### src/rtl/button_event_classifier.sv
// ---------------------------------------------------------------------------
// button_event_classifier
//
// Purpose:
//   Turns the clean, clock-synchronous level coming out of the debouncer into
//   one-cycle event pulses for the user-interface logic: press, release,
//   single click, double click, long press and (optionally) auto-repeat while
//   the button is held past the long-press threshold.
//
// Optional feature:
//   Define BTN_AUTOREPEAT_EN to build the auto-repeat generator. Without it,
//   repeat_tick is tied low and the LONG state keeps the timer at zero.
//
// Parameters:
//   LONG_TICKS        cycles a press must be held before long_press (min 2)
//   DOUBLE_GAP_TICKS  max cycles after a short release in which a second
//                     press counts as a double click (min 2)
//   REPEAT_TICKS      auto-repeat period while long-held (min 2)
//
// Ports:
//   clk            in   system clock
//   reset          in   synchronous, active-high reset
//   btn_in         in   debounced button level, synchronous to clk
//   press          out  one-cycle pulse per rising edge of btn_in
//   release_pulse  out  one-cycle pulse per falling edge of btn_in
//                       ("release" alone is a reserved word in the language)
//   single_click   out  short press with no second press inside the gap
//   double_click   out  second press started inside the gap
//   long_press     out  press held for LONG_TICKS cycles
//   repeat_tick    out  periodic pulse while long-held (auto-repeat builds)
// ---------------------------------------------------------------------------
module button_event_classifier #(
    parameter int LONG_TICKS       = 100_000_000,
    parameter int DOUBLE_GAP_TICKS = 25_000_000,
    parameter int REPEAT_TICKS     = 10_000_000
) (
    input  logic clk,
    input  logic reset,
    input  logic btn_in,
    output logic press,
    output logic release_pulse,
    output logic single_click,
    output logic double_click,
    output logic long_press,
    output logic repeat_tick
);

    // One timer serves every state, so it is sized for the largest interval.
    localparam int MAX_LG    = (LONG_TICKS > DOUBLE_GAP_TICKS) ? LONG_TICKS : DOUBLE_GAP_TICKS;
    localparam int MAX_TICKS = (MAX_LG > REPEAT_TICKS) ? MAX_LG : REPEAT_TICKS;
    localparam int TW        = $clog2(MAX_TICKS) + 1;

    localparam logic [TW-1:0] LONG_LAST = TW'(LONG_TICKS - 1);
    localparam logic [TW-1:0] GAP_LAST  = TW'(DOUBLE_GAP_TICKS - 1);
`ifdef BTN_AUTOREPEAT_EN
    localparam logic [TW-1:0] REPEAT_LAST = TW'(REPEAT_TICKS - 1);
`endif

    typedef enum logic [2:0] {
        IDLE,
        HELD1,
        LONG,
        GAP,
        HELD2
    } state_t;

    state_t        state;
    logic [TW-1:0] timer;
    logic          btn_q;
    logic          rise;
    logic          fall;

    // btn_q starts at 0, so a button held through reset still reports a press.
    assign rise = btn_in & ~btn_q;
    assign fall = ~btn_in & btn_q;

`ifdef BTN_AUTOREPEAT_EN
    logic repeat_q;
    assign repeat_tick = repeat_q;
`else
    assign repeat_tick = 1'b0;
`endif

    // Gesture classifier. Every pulse output is a register that defaults low
    // each cycle and is set only on the edge that recognises its event.
    // The timer is cleared on each state entry; in IDLE and HELD2 it has no
    // job, so it is parked at zero there rather than left counting.
    always_ff @(posedge clk) begin
        if (reset) begin
            state         <= IDLE;
            timer         <= '0;
            btn_q         <= 1'b0;
            press         <= 1'b0;
            release_pulse <= 1'b0;
            single_click  <= 1'b0;
            double_click  <= 1'b0;
            long_press    <= 1'b0;
`ifdef BTN_AUTOREPEAT_EN
            repeat_q      <= 1'b0;
`endif
        end else begin
            btn_q         <= btn_in;
            press         <= rise;
            release_pulse <= fall;
            single_click  <= 1'b0;
            double_click  <= 1'b0;
            long_press    <= 1'b0;
`ifdef BTN_AUTOREPEAT_EN
            repeat_q      <= 1'b0;
`endif
            case (state)
                IDLE: begin
                    timer <= '0;
                    if (rise) begin
                        state <= HELD1;
                    end
                end

                // A release always beats a coinciding long-press terminal count.
                HELD1: begin
                    if (fall) begin
                        state <= GAP;
                        timer <= '0;
                    end else if (timer == LONG_LAST) begin
                        long_press <= 1'b1;
                        state      <= LONG;
                        timer      <= '0;
                    end else begin
                        timer <= timer + 1'b1;
                    end
                end

                // A release ends the gesture without any click; a release on
                // the repeat terminal edge suppresses that tick.
                LONG: begin
                    if (fall) begin
                        state <= IDLE;
                        timer <= '0;
                    end else begin
`ifdef BTN_AUTOREPEAT_EN
                        if (timer == REPEAT_LAST) begin
                            repeat_q <= 1'b1;
                            timer    <= '0;
                        end else begin
                            timer <= timer + 1'b1;
                        end
`else
                        timer <= '0;
`endif
                    end
                end

                // A second press on the gap terminal edge still counts as a
                // double click.
                GAP: begin
                    if (rise) begin
                        double_click <= 1'b1;
                        state        <= HELD2;
                        timer        <= '0;
                    end else if (timer == GAP_LAST) begin
                        single_click <= 1'b1;
                        state        <= IDLE;
                        timer        <= '0;
                    end else begin
                        timer <= timer + 1'b1;
                    end
                end

                // The second press of a double click is never timed for long.
                HELD2: begin
                    timer <= '0;
                    if (fall) begin
                        state <= IDLE;
                    end
                end

                default: begin
                    state <= IDLE;
                    timer <= '0;
                end
            endcase
        end
    end

endmodule

### config.mk
export PLATFORM = sky130hd
export DESIGN_NAME = button_event_classifier
export DESIGN_NICKNAME = d
export VERILOG_FILES = /design/src/rtl/button_event_classifier.sv
export SDC_FILE = /design/constraint.sdc
export NUM_CORES = 1
export LEC_CHECK = 0
export ABC_AREA = 1
export CORE_MARGIN = 3
export CORE_UTILIZATION = 53
export CTS_CLUSTER_SIZE = 20
export DETAILED_ROUTE_END_ITERATION = 7
export GPL_ROUTABILITY_DRIVEN = 0
export PLACE_DENSITY = 0.77
export SKIP_CTS_REPAIR_TIMING = 1
export SKIP_LAST_GASP = 1
export SYNTH_ARGS = -nofsm -noshare
export SYNTH_HDL_FRONTEND = slang
export SYNTH_SLANG_ARGS = --single-unit
export TNS_END_PERCENT = 5
### constraint.sdc
create_clock -name clk -period 1.4 [get_ports clk]
set_input_delay 0.28 -clock clk [delete_from_list [all_inputs] [get_ports clk]]
set_output_delay 0.28 -clock clk [all_outputs]
set_load 0.02 [all_outputs]
# Word level (Yosys, flattened, before mapping)
# Index checks and enable logic that the tools add are counted.
# classes
add_sub_neg	1
eq_ne	10
mux	15
n_reduce_logical	6
n_bitwise	6
# op_table
cell	count
28-bit 2-to-1 mux	4
28-bit case mux with 2 select lines	1
28-bit by 1-bit adder with 28-bit output (second input constant)	1
28-bit by 25-bit == test with 1-bit output (second input constant)	1
28-bit by 27-bit == test with 1-bit output (second input constant)	1
3-bit 2-to-1 mux	6
3-bit case mux with 4 select lines	1
3-bit by 2-bit == test with 1-bit output (second input constant)	2
3-bit inequality test (second input constant)	2
3-bit OR reduction	2
1-bit NOT	4
4-bit AND reduction	1
2-bit OR reduction	2
3-bit by 1-bit == test with 1-bit output (second input constant)	1
3-bit == test (second input constant)	1
3-bit zero test	1
1-bit 2-to-1 mux	3
1-bit bitwise AND	2
2-bit by 1-bit inequality test with 1-bit output (second input constant)	1
2-bit inequality test (second input constant)	1
# totals
elab_cells	46
inputBits	3
out_inout_bits	6
register_bits	37

# Depth between registers and ports, before layout
# Gate-level depths: netlist of the first run.
# logic_depth
ltp_word	4
depth_mapped	11
depth_no_buf	11

# Least setup slack after synthesis of the first run
# No wires, ideal clock.
# synth_timing
path_kind	register to register
start	register timer[0]
end	register timer[5]
arrival_ns	1.429
stages_incl_launch_ff	12
setup_ns	0.117
path_buffers	1
setup_slack_ns	-0.146
required_ns	1.283
synth_period_minus_slack_ns	1.546
cell_sequence	dfxtp_1 > ha_1 > nand2_1 > inv_2 > nand2_2 > nor2_4 > nand3_2 > nand2_2 > nand2_2 > nand3_4 > buf_12 > nor2_2
# synth_via
elab_chain_cells	4
elab_cells_between_ends	8
cone_classes	1 x add/sub; 2 x eq/ne; 5 x mux
# synth_lines
element	line_no	rtl
start, declared	68	logic [TW-1:0] timer;
start signal, assigned	129	timer <= timer + 1'b1;
start signal, assigned	165	timer <= timer + 1'b1;
28-bit by 1-bit adder with 28-bit output (tied with other cells)	129, 165	
28-bit 2-to-1 mux (on tied branches)	160, 124	
28-bit 2-to-1 mux (on tied branches)	156, 121	
28-bit case mux with 2 select lines (*)	111	case (state)
# Mark *: on every way between the ends. The rest lies on a longest branch, timed or not.
# A chain may end at the register's enable or synchronous reset.

# Worst setup path in the final report of the first run
# layout_timing
start	register timer[1]
end	register timer[23]
# The elaborated chain is that of the path after synthesis.

==> results.cfg, run 1 <==
[run_status]
run_status = finished with violations
failed_checks = negative setup slack

[clock_network]
cts.htree.levels = 2
clkLatencyLatePin_ns = 0.36
cts_inserted_buffers = 5
tritoncts_clock_tree = yes
cts_sinks = 37
root_buffer = sky130_fd_sc_hd__clkbuf_4
clockBufferDepth = 2
clkSlewWorstSetupHoldPaths_ns = 0.13

[timing]
maxSlewViolCount = 0
finalClockSkew_ns = 0.0204
max_frequency_ghz = 0.623
rsz0062_at_grt = yes
finalSetupViolCount = 37
fin_crit_ns = 1.61
totalNegativeSetupSlack_ns = -6.31
final.period_utilization_pct = 115
hold_violation_count_in_the_final_report = 0
fin_ws_ns = -0.206

[yosys]
mappedNetlistArea_mm2 = 0.00191
synth-simple-area-share_pct = 38.6
count_of_mapped_cells_out_of_synthesis = 257
synth.area.mux_share_pct = 0
synth.lib_cells_used.distinct = 27
synth_adder_area_share_pct = 0.656
synth_most_common_cell = sky130_fd_sc_hd__nor2_1
synth_ff_type = sky130_fd_sc_hd__dfxtp_1
dominant_combinational_cell_family_by_area_after_synthesis = simple AND/OR/NAND/NOR gates
synth_commonest_cells = sky130_fd_sc_hd__nor2_1 (52), sky130_fd_sc_hd__nand2_1 (49), sky130_fd_sc_hd__dfxtp_1 (37), sky130_fd_sc_hd__inv_1 (31), sky130_fd_sc_hd__xor2_1 (20)
postSynthRegisterBits = 37
number_of_enable_type_register_cells_in_the_synthesized_netlist = 0
post_synth_main_area_contributors = sky130_fd_sc_hd__dfxtp_1 (39%), sky130_fd_sc_hd__nor2_1 (10%), sky130_fd_sc_hd__nand2_1 (9.6%)
synth_xor_area_share_pct = 11.9
compound_cell_area_share_of_the_yosys_netlist_pct = 1.44
synth.yosys.warnings = 0
netlist.top_cell.by_area = sky130_fd_sc_hd__dfxtp_1
synthesis.area_per_instance_um2 = 7.42
ys_seq_area_share_pct = 38.8
asyncSetResetFlopFracSynth_pct = 0
synth.top_cell.area_share_pct = 38.8
postSynthNetCount = 261

[floorplanning]
core_region_area_mm2 = 0.00339
start_util_pct = 56.3
row_count = 21
io-pin-count = 9
fp.dieArea_mm2 = 0.00435
fp.dieH_um = 66.0
die_w_um = 66.0

[critical_path]
critical_path.most_common_cell = sky130_fd_sc_hd__nand2_2
timing_worst_setup_path_type = reg -> reg
worstPathMaxFanout = 7
cp-start-kind = flop
timing.critical_path.cells = ha_4, nand2_2, inv_4, nand3b_4, nor2_4, nand2_2, nand2_4, nand2_2, nand3_4, clkbuf_16, nor2_1
critical-path-slowest-cell = sky130_fd_sc_hd__dfxtp_2
timing.critical_path.max_delay_family = simple AND/OR/NAND/NOR gates
arrival_ns = 1.85
slowest_delay_ns = 0.38
worst-path-buf-inv = 2
timing.critical_path.to_type = flop
required_ns = 1.65

[placement]
post_dp_area_mm2 = 0.00247
port-buffer-count = 7
dpl.hpwl_mm = 3.11

[pwr]
share_comb_of_total_power_pct = 21.8
power_frac_seq_pct = 44.3
cellLeakagePower_nw = 1.15
power.switching_uw = 747
worst_ir_drop_vdd_v = 0.000537
p_int_mw = 1.81
power-per-cell-area_mw_per_mm2 = 942
clk_network_pwr_share_pct = 33.9
switching_share_pct = 29.2
report.power.total_mw = 2.56

[layout]
insertedDiodeCount = 0
postLayoutCoreUtil_pct = 80.1
area.growth.synth_to_final_pct = 42.4
post_route_standard_cell_area_excluding_fillers_mm2 = 0.00272
n_fill_cell = 232
drive_above_1_share_pct = 35.5
fin_nets = 335

[route]
route.vias.total = 1848
ant_nets = 0
routedWlPerCell_um = 12.5
drc = 0
drt_iter0_markers = 102
wl_mm = 4.71
detail_route.first_pass.iterations = 4
vias_per_cell = 4.89

[global_route]
antenna_found_initial = 0
grt_max_degree = 15
grt.overflow.total = 0
grtUsageTotal_pct = 21.6
grt_pass1_wl_mm = 7.26
grt_pass1_vias = 1708

[hold_path]
hold_class = in -> reg

[flow_run]
drv_cap = 0
==> cells by family after synthesis <==
family | count (synthesis)
AND/OR/NAND/NOR | 152
XOR/XNOR | 26
adder cells (fa/ha/maj) | 1
AO/OA/AOI/OAI | 5
other | 1
flip-flops | 37
buffers and inverters | 35
==> state kept, by name (all words and copies together) (netlist names) <==
| name | flops |
|---|---|
| timer | 28 |
| state | 3 |
| btn_q | 1 |
| double_click | 1 |
| long_press | 1 |
| press | 1 |
| release_pulse | 1 |
| single_click | 1 |
==> routing by layer <==
| layer | share of wire (%) | global-route usage, % | vias to the layer above |
|---|---|---|---|
| met2 | 51 | 37.5 | 52 |
| li1 | - | - | 941 |
| met3 | 3.6 | 5.10 | 19 |
| met1 | 42 | 24.8 | 836 |
| met5 | 0 | 0 | - |
| met4 | 3.4 | 10.4 | 0 |
==> worst paths after layout <==
kind | slack [ns] | depth (start not counted) | end | from
max | -0.21 | 11 | timer[23] | timer[1]
min | 0.47 | 3 | btn_q | btn_in
max reg2reg | -0.21 | 11 | timer[23] | timer[1]
min reg2reg | 0.55 | 2 | timer[0] | timer[0]
==> power by group through the flow <==
stage	registers, mW	clock network (mW)	logic [mW]
6_report	1.13	0.867	0.557
5_1_grt	1.14	0.915	0.595
4_1_cts	1.13	0.864	0.486
2_1_floorplan	1.16	0	0.319
3_3_place_gp	1.16	0	0.462
3_5_place_dp	1.16	0	0.480
==> stage by stage <==
stage / worst slack (ns) / hold WS (ns) / cells
detailed placement: -0.340 / 0.515 / 363
global route: -0.280 / 0.507 / 378
global placement: -0.265 / 0.515 / 363
finish: -0.206 / 0.471 / 378
floorplan: -0.0461 / 0.352 / 257
CTS: -0.181 / 0.480 / 371
==> final cells by class <==
class                   instances  area [um^2]  share of cell area, %
repair buffers                 70          603                   22.2
well taps                      46         57.6                   2.12
clock buffers                   6         62.6                   2.30
multi-input cells             185         1080                   39.9
clock inverters                 2         35.0                   1.29
flip-flops and latches         37          752                   27.7
inverters                      32          123                   4.52
==> cells in the final DEF (no fill, tap or decap), types with 2 or more instances in the layout <==
cell type / synthesis / final
sky130_fd_sc_hd__nand3_2: 2 / 3
sky130_fd_sc_hd__a21oi_1: 2 / 2
sky130_fd_sc_hd__nand3_1: 3 / 2
sky130_fd_sc_hd__clkdlybuf4s50_1: 0 / 7
sky130_fd_sc_hd__nand2_4: 0 / 3
sky130_fd_sc_hd__clkbuf_16: 0 / 3
sky130_fd_sc_hd__nor3_1: 7 / 7
sky130_fd_sc_hd__xnor2_1: 6 / 6
sky130_fd_sc_hd__nand2_2: 6 / 6
sky130_fd_sc_hd__nor4_1: 3 / 3
sky130_fd_sc_hd__nor2_2: 15 / 17
sky130_fd_sc_hd__o21ai_0: 2 / 2
sky130_fd_sc_hd__dfxtp_1: 37 / 30
sky130_fd_sc_hd__nand4_1: 9 / 9
sky130_fd_sc_hd__nand2_1: 49 / 46
sky130_fd_sc_hd__buf_12: 1 / 2
sky130_fd_sc_hd__nor2_1: 52 / 46
sky130_fd_sc_hd__clkbuf_4: 0 / 5
sky130_fd_sc_hd__nor2_4: 2 / 6
sky130_fd_sc_hd__inv_1: 31 / 31
sky130_fd_sc_hd__buf_4: 1 / 59
sky130_fd_sc_hd__dfxtp_2: 0 / 6
sky130_fd_sc_hd__xor2_1: 20 / 20
==> worst reg2reg max path, stage by stage, from the launching register on <==
cell                        delay (ns)
sky130_fd_sc_hd__dfxtp_2          0.38
sky130_fd_sc_hd__ha_4             0.14
sky130_fd_sc_hd__nand2_2          0.06
sky130_fd_sc_hd__inv_4            0.08
sky130_fd_sc_hd__nand3b_4         0.12
sky130_fd_sc_hd__nor2_4           0.12
sky130_fd_sc_hd__nand2_2          0.09
sky130_fd_sc_hd__nand2_4          0.08
sky130_fd_sc_hd__nand2_2          0.08
sky130_fd_sc_hd__nand3_4          0.13
sky130_fd_sc_hd__clkbuf_16        0.18
sky130_fd_sc_hd__nor2_1           0.04
Power figures use the tool's default switching activity.
==> run 2: changes to the inputs <==
- ABC_AREA: 1 -> 0
- CORE_UTILIZATION: 53 -> 52
- PLACE_DENSITY: 0.77 -> 0.76
==> run 2 against run 1 <==
The flow still finishes with violations (negative setup slack). Synthesized cell count is 27% lower. Sequential share of layout area is 2.2 points higher. Final area is 7.5% lower. Highest routed layer unchanged. Combinational power is 74% lower. Non-clock buffer count is 3 higher. Wire length is 15% higher. Setup slack worse by 0.16 ns. Final cell count is 19% lower. Via count is 4.0% lower. Die area is 8.6% lower. Register-to-register slack worse by 0.16 ns.
==> results.cfg, run 2 <==
[run_status]
run_status = finished with violations
failed_checks = negative setup slack

[placement]
port-buffer-count = 7
dpl.hpwl_mm = 3.36
post-place-ws_ns = -0.497
post_dp_area_mm2 = 0.00226

[yosys]
mappedNetlistArea_mm2 = 0.00169
postSynthNetCount = 192
synthesis.area_per_instance_um2 = 9.01
synth_ff_type = sky130_fd_sc_hd__dfxtp_1
number_of_enable_type_register_cells_in_the_synthesized_netlist = 0
synth.yosys.warnings = 0
netlist.top_cell.by_area = sky130_fd_sc_hd__dfxtp_1
asyncSetResetFlopFracSynth_pct = 0
synth.lib_cells_used.distinct = 36
synth_most_common_cell = sky130_fd_sc_hd__dfxtp_1
ys_seq_area_share_pct = 43.7
post_synth_main_area_contributors = sky130_fd_sc_hd__dfxtp_1 (44%), sky130_fd_sc_hd__xor2_1 (9.8%), sky130_fd_sc_hd__a21oi_1 (7.7%)
count_of_mapped_cells_out_of_synthesis = 188
synth.top_cell.area_share_pct = 43.7
postSynthRegisterBits = 37
synth_commonest_cells = sky130_fd_sc_hd__dfxtp_1 (37), sky130_fd_sc_hd__a21oi_1 (26), sky130_fd_sc_hd__xor2_1 (19), sky130_fd_sc_hd__nand2_1 (13), sky130_fd_sc_hd__nand3_1 (12)

[floorplanning]
start_util_pct = 55.0
die_w_um = 63.1
fp.dieH_um = 63.1
io-pin-count = 9
core_region_area_mm2 = 0.00308
fp.dieArea_mm2 = 0.00398
row_count = 20

[pwr]
power-per-cell-area_mw_per_mm2 = 789
cellLeakagePower_nw = 0.967
report.power.total_mw = 1.98
worst_ir_drop_vdd_v = 0.000627

[critical_path]
ff2ff_path_depth = 6
cp-start-kind = flop
timing_worst_setup_path_type = reg -> reg
worst-path-buf-inv = 1
r2r_setup_slack_ns = -0.36
worstPathMaxFanout = 3
timing.critical_path.to_type = flop
timing.critical_path.cells = nand3_1, nor4_2, nand4_1, buf_6, a2111o_1, o311ai_1
critical-path-slowest-cell = sky130_fd_sc_hd__dfxtp_1
required_ns = 1.68
slowest_delay_ns = 0.40
regToRegEndpoint = state[1]
regToRegStartpoint = timer[13]
timing.critical_path.max_delay_family = simple AND/OR/NAND/NOR gates
cp_num_cells = 6
arrival_ns = 2.05

[hold_path]
holdCritStartpoint = btn_in
endpoint_worst_hold = btn_q
hold_class = in -> reg
worst_hold_path.num_cells = 2

[clock_network]
tritoncts_clock_tree = yes
cts_inserted_buffers = 5
root_buffer = sky130_fd_sc_hd__clkbuf_4
cts_sinks = 37
clkSlewWorstSetupHoldPaths_ns = 0.13
cts.htree.levels = 2
clockBufferDepth = 2
clkLatencyLatePin_ns = 0.36

[timing]
finalClockSkew_ns = 0.0191
fin_ws_ns = -0.365
finalSetupViolCount = 38
fin_crit_ns = 1.76
max_frequency_ghz = 0.567
maxSlewViolCount = 0
totalNegativeSetupSlack_ns = -9.76
rsz0062_at_grt = yes
final.period_utilization_pct = 126
hold_violation_count_in_the_final_report = 0

[global_route]
grt_pass1_vias = 1707
grt.overflow.total = 0
grt_max_degree = 18
grt_pass1_wl_mm = 7.71
antenna_found_initial = 0
grtUsageTotal_pct = 24.4

[layout]
fin_nets = 264
layout_commonest_cell = sky130_fd_sc_hd__buf_4
largest_reg_flops = 28
insertedDiodeCount = 0
drive_above_1_share_pct = 36.8
postLayoutCoreUtil_pct = 81.6
layout.cells.most_common_list = sky130_fd_sc_hd__buf_4 (60), sky130_fd_sc_hd__dfxtp_1 (28), sky130_fd_sc_hd__a21oi_1 (26), sky130_fd_sc_hd__xor2_1 (19), sky130_fd_sc_hd__nand2_1 (13)
post_route_standard_cell_area_excluding_fillers_mm2 = 0.00251
largestRegisters = timer (28), state (3)
max_flop_register = timer
area.growth.synth_to_final_pct = 48.3

[route]
drt_iter0_markers = 127
routedWlPerCell_um = 17.7
vias_per_cell = 5.82
drc = 0
detail_route.first_pass.iterations = 4
wl_mm = 5.40
ant_nets = 0
route.vias.total = 1775

[flow_run]
drv_cap = 0
run 2: cell types whose count changed after synthesis, moves of 9 or more:
cell                      delta
sky130_fd_sc_hd__nor2_1     -43
sky130_fd_sc_hd__nand2_1    -36
sky130_fd_sc_hd__inv_1      -31
sky130_fd_sc_hd__a21oi_1    +24
sky130_fd_sc_hd__nor2_2     -14
sky130_fd_sc_hd__nand3_1     +9
run 2: worst register-to-register path, stage by stage, from the launching register on:
cell and delay (ns):
sky130_fd_sc_hd__dfxtp_1 0.40, sky130_fd_sc_hd__nand3_1 0.17, sky130_fd_sc_hd__nor4_2 0.31, sky130_fd_sc_hd__nand4_1 0.18
sky130_fd_sc_hd__buf_6 0.16, sky130_fd_sc_hd__a2111o_1 0.40, sky130_fd_sc_hd__o311ai_1 0.07
run 2: cells by family after synthesis:
kind of cell,Yosys count,share of synthesized area [%]
AO/OA/AOI/OAI,35,11.7
XOR/XNOR,24,12.4
adder cells (fa/ha/maj),1,0.738
buffers and inverters,8,2.51
flip-flops,37,43.7
other,1,0.221
AND/OR/NAND/NOR,82,28.7
run 2: worst max-delay path by stage:
stage / start / slack (ns) / endpoint
finish: timer[13] / -0.36 / state[1]
global route: btn_in / -0.48 / timer[1]
CTS: timer[8] / -0.40 / state[1]
detailed placement: btn_in / -0.50 / timer[15]
global placement: btn_in / -0.41 / timer[24]
floorplan: timer[8] / -0.27 / state[1]
run 2: area by class of cell:
type / instances / area, um^2
Multi-Input combinational cell: 143 / 992
Clock buffer: 6 / 41.3
Fill cell: 173 / 566
Clock inverter: 2 / 38.8
Sequential cell: 37 / 752
Tap cell: 44 / 55.1
Timing Repair Buffer: 73 / 633
run 2: routing by layer:
layer | wire [um] | up-vias | track usage, %
met5 | 0 | - | 0
met1 | 2060 | 860 | 28.1
met3 | 393 | 17 | 5.17
met4 | 185 | 0 | 8.82
met2 | 2760 | 76 | 43.9
li1 | - | 822 | -
run 2: metrics by stage:
stage          hold slack (ns)  cells
3_5_place_dp             0.523    291
3_3_place_gp             0.506    291
5_1_grt                  0.612    305
6_report                 0.587    305
4_1_cts                  0.543    299
2_1_floorplan            0.408    188
run 2: power by group:
group	leakage (nW)	total (mW)	internal [mW]	switching [mW]
sequential	0.303	1.07	1.06	0.00677
clock	0.0424	0.769	0.380	0.389
combinational	0.621	0.144	0.0776	0.0668
total	0.967	1.98	1.52	0.462
==> run 3: changes to the inputs <==
- HOLD_SLACK_MARGIN: unset -> 0.05
==> results of run 3 <==
The final DEF is identical to that of run 2; final timing and power are the same.
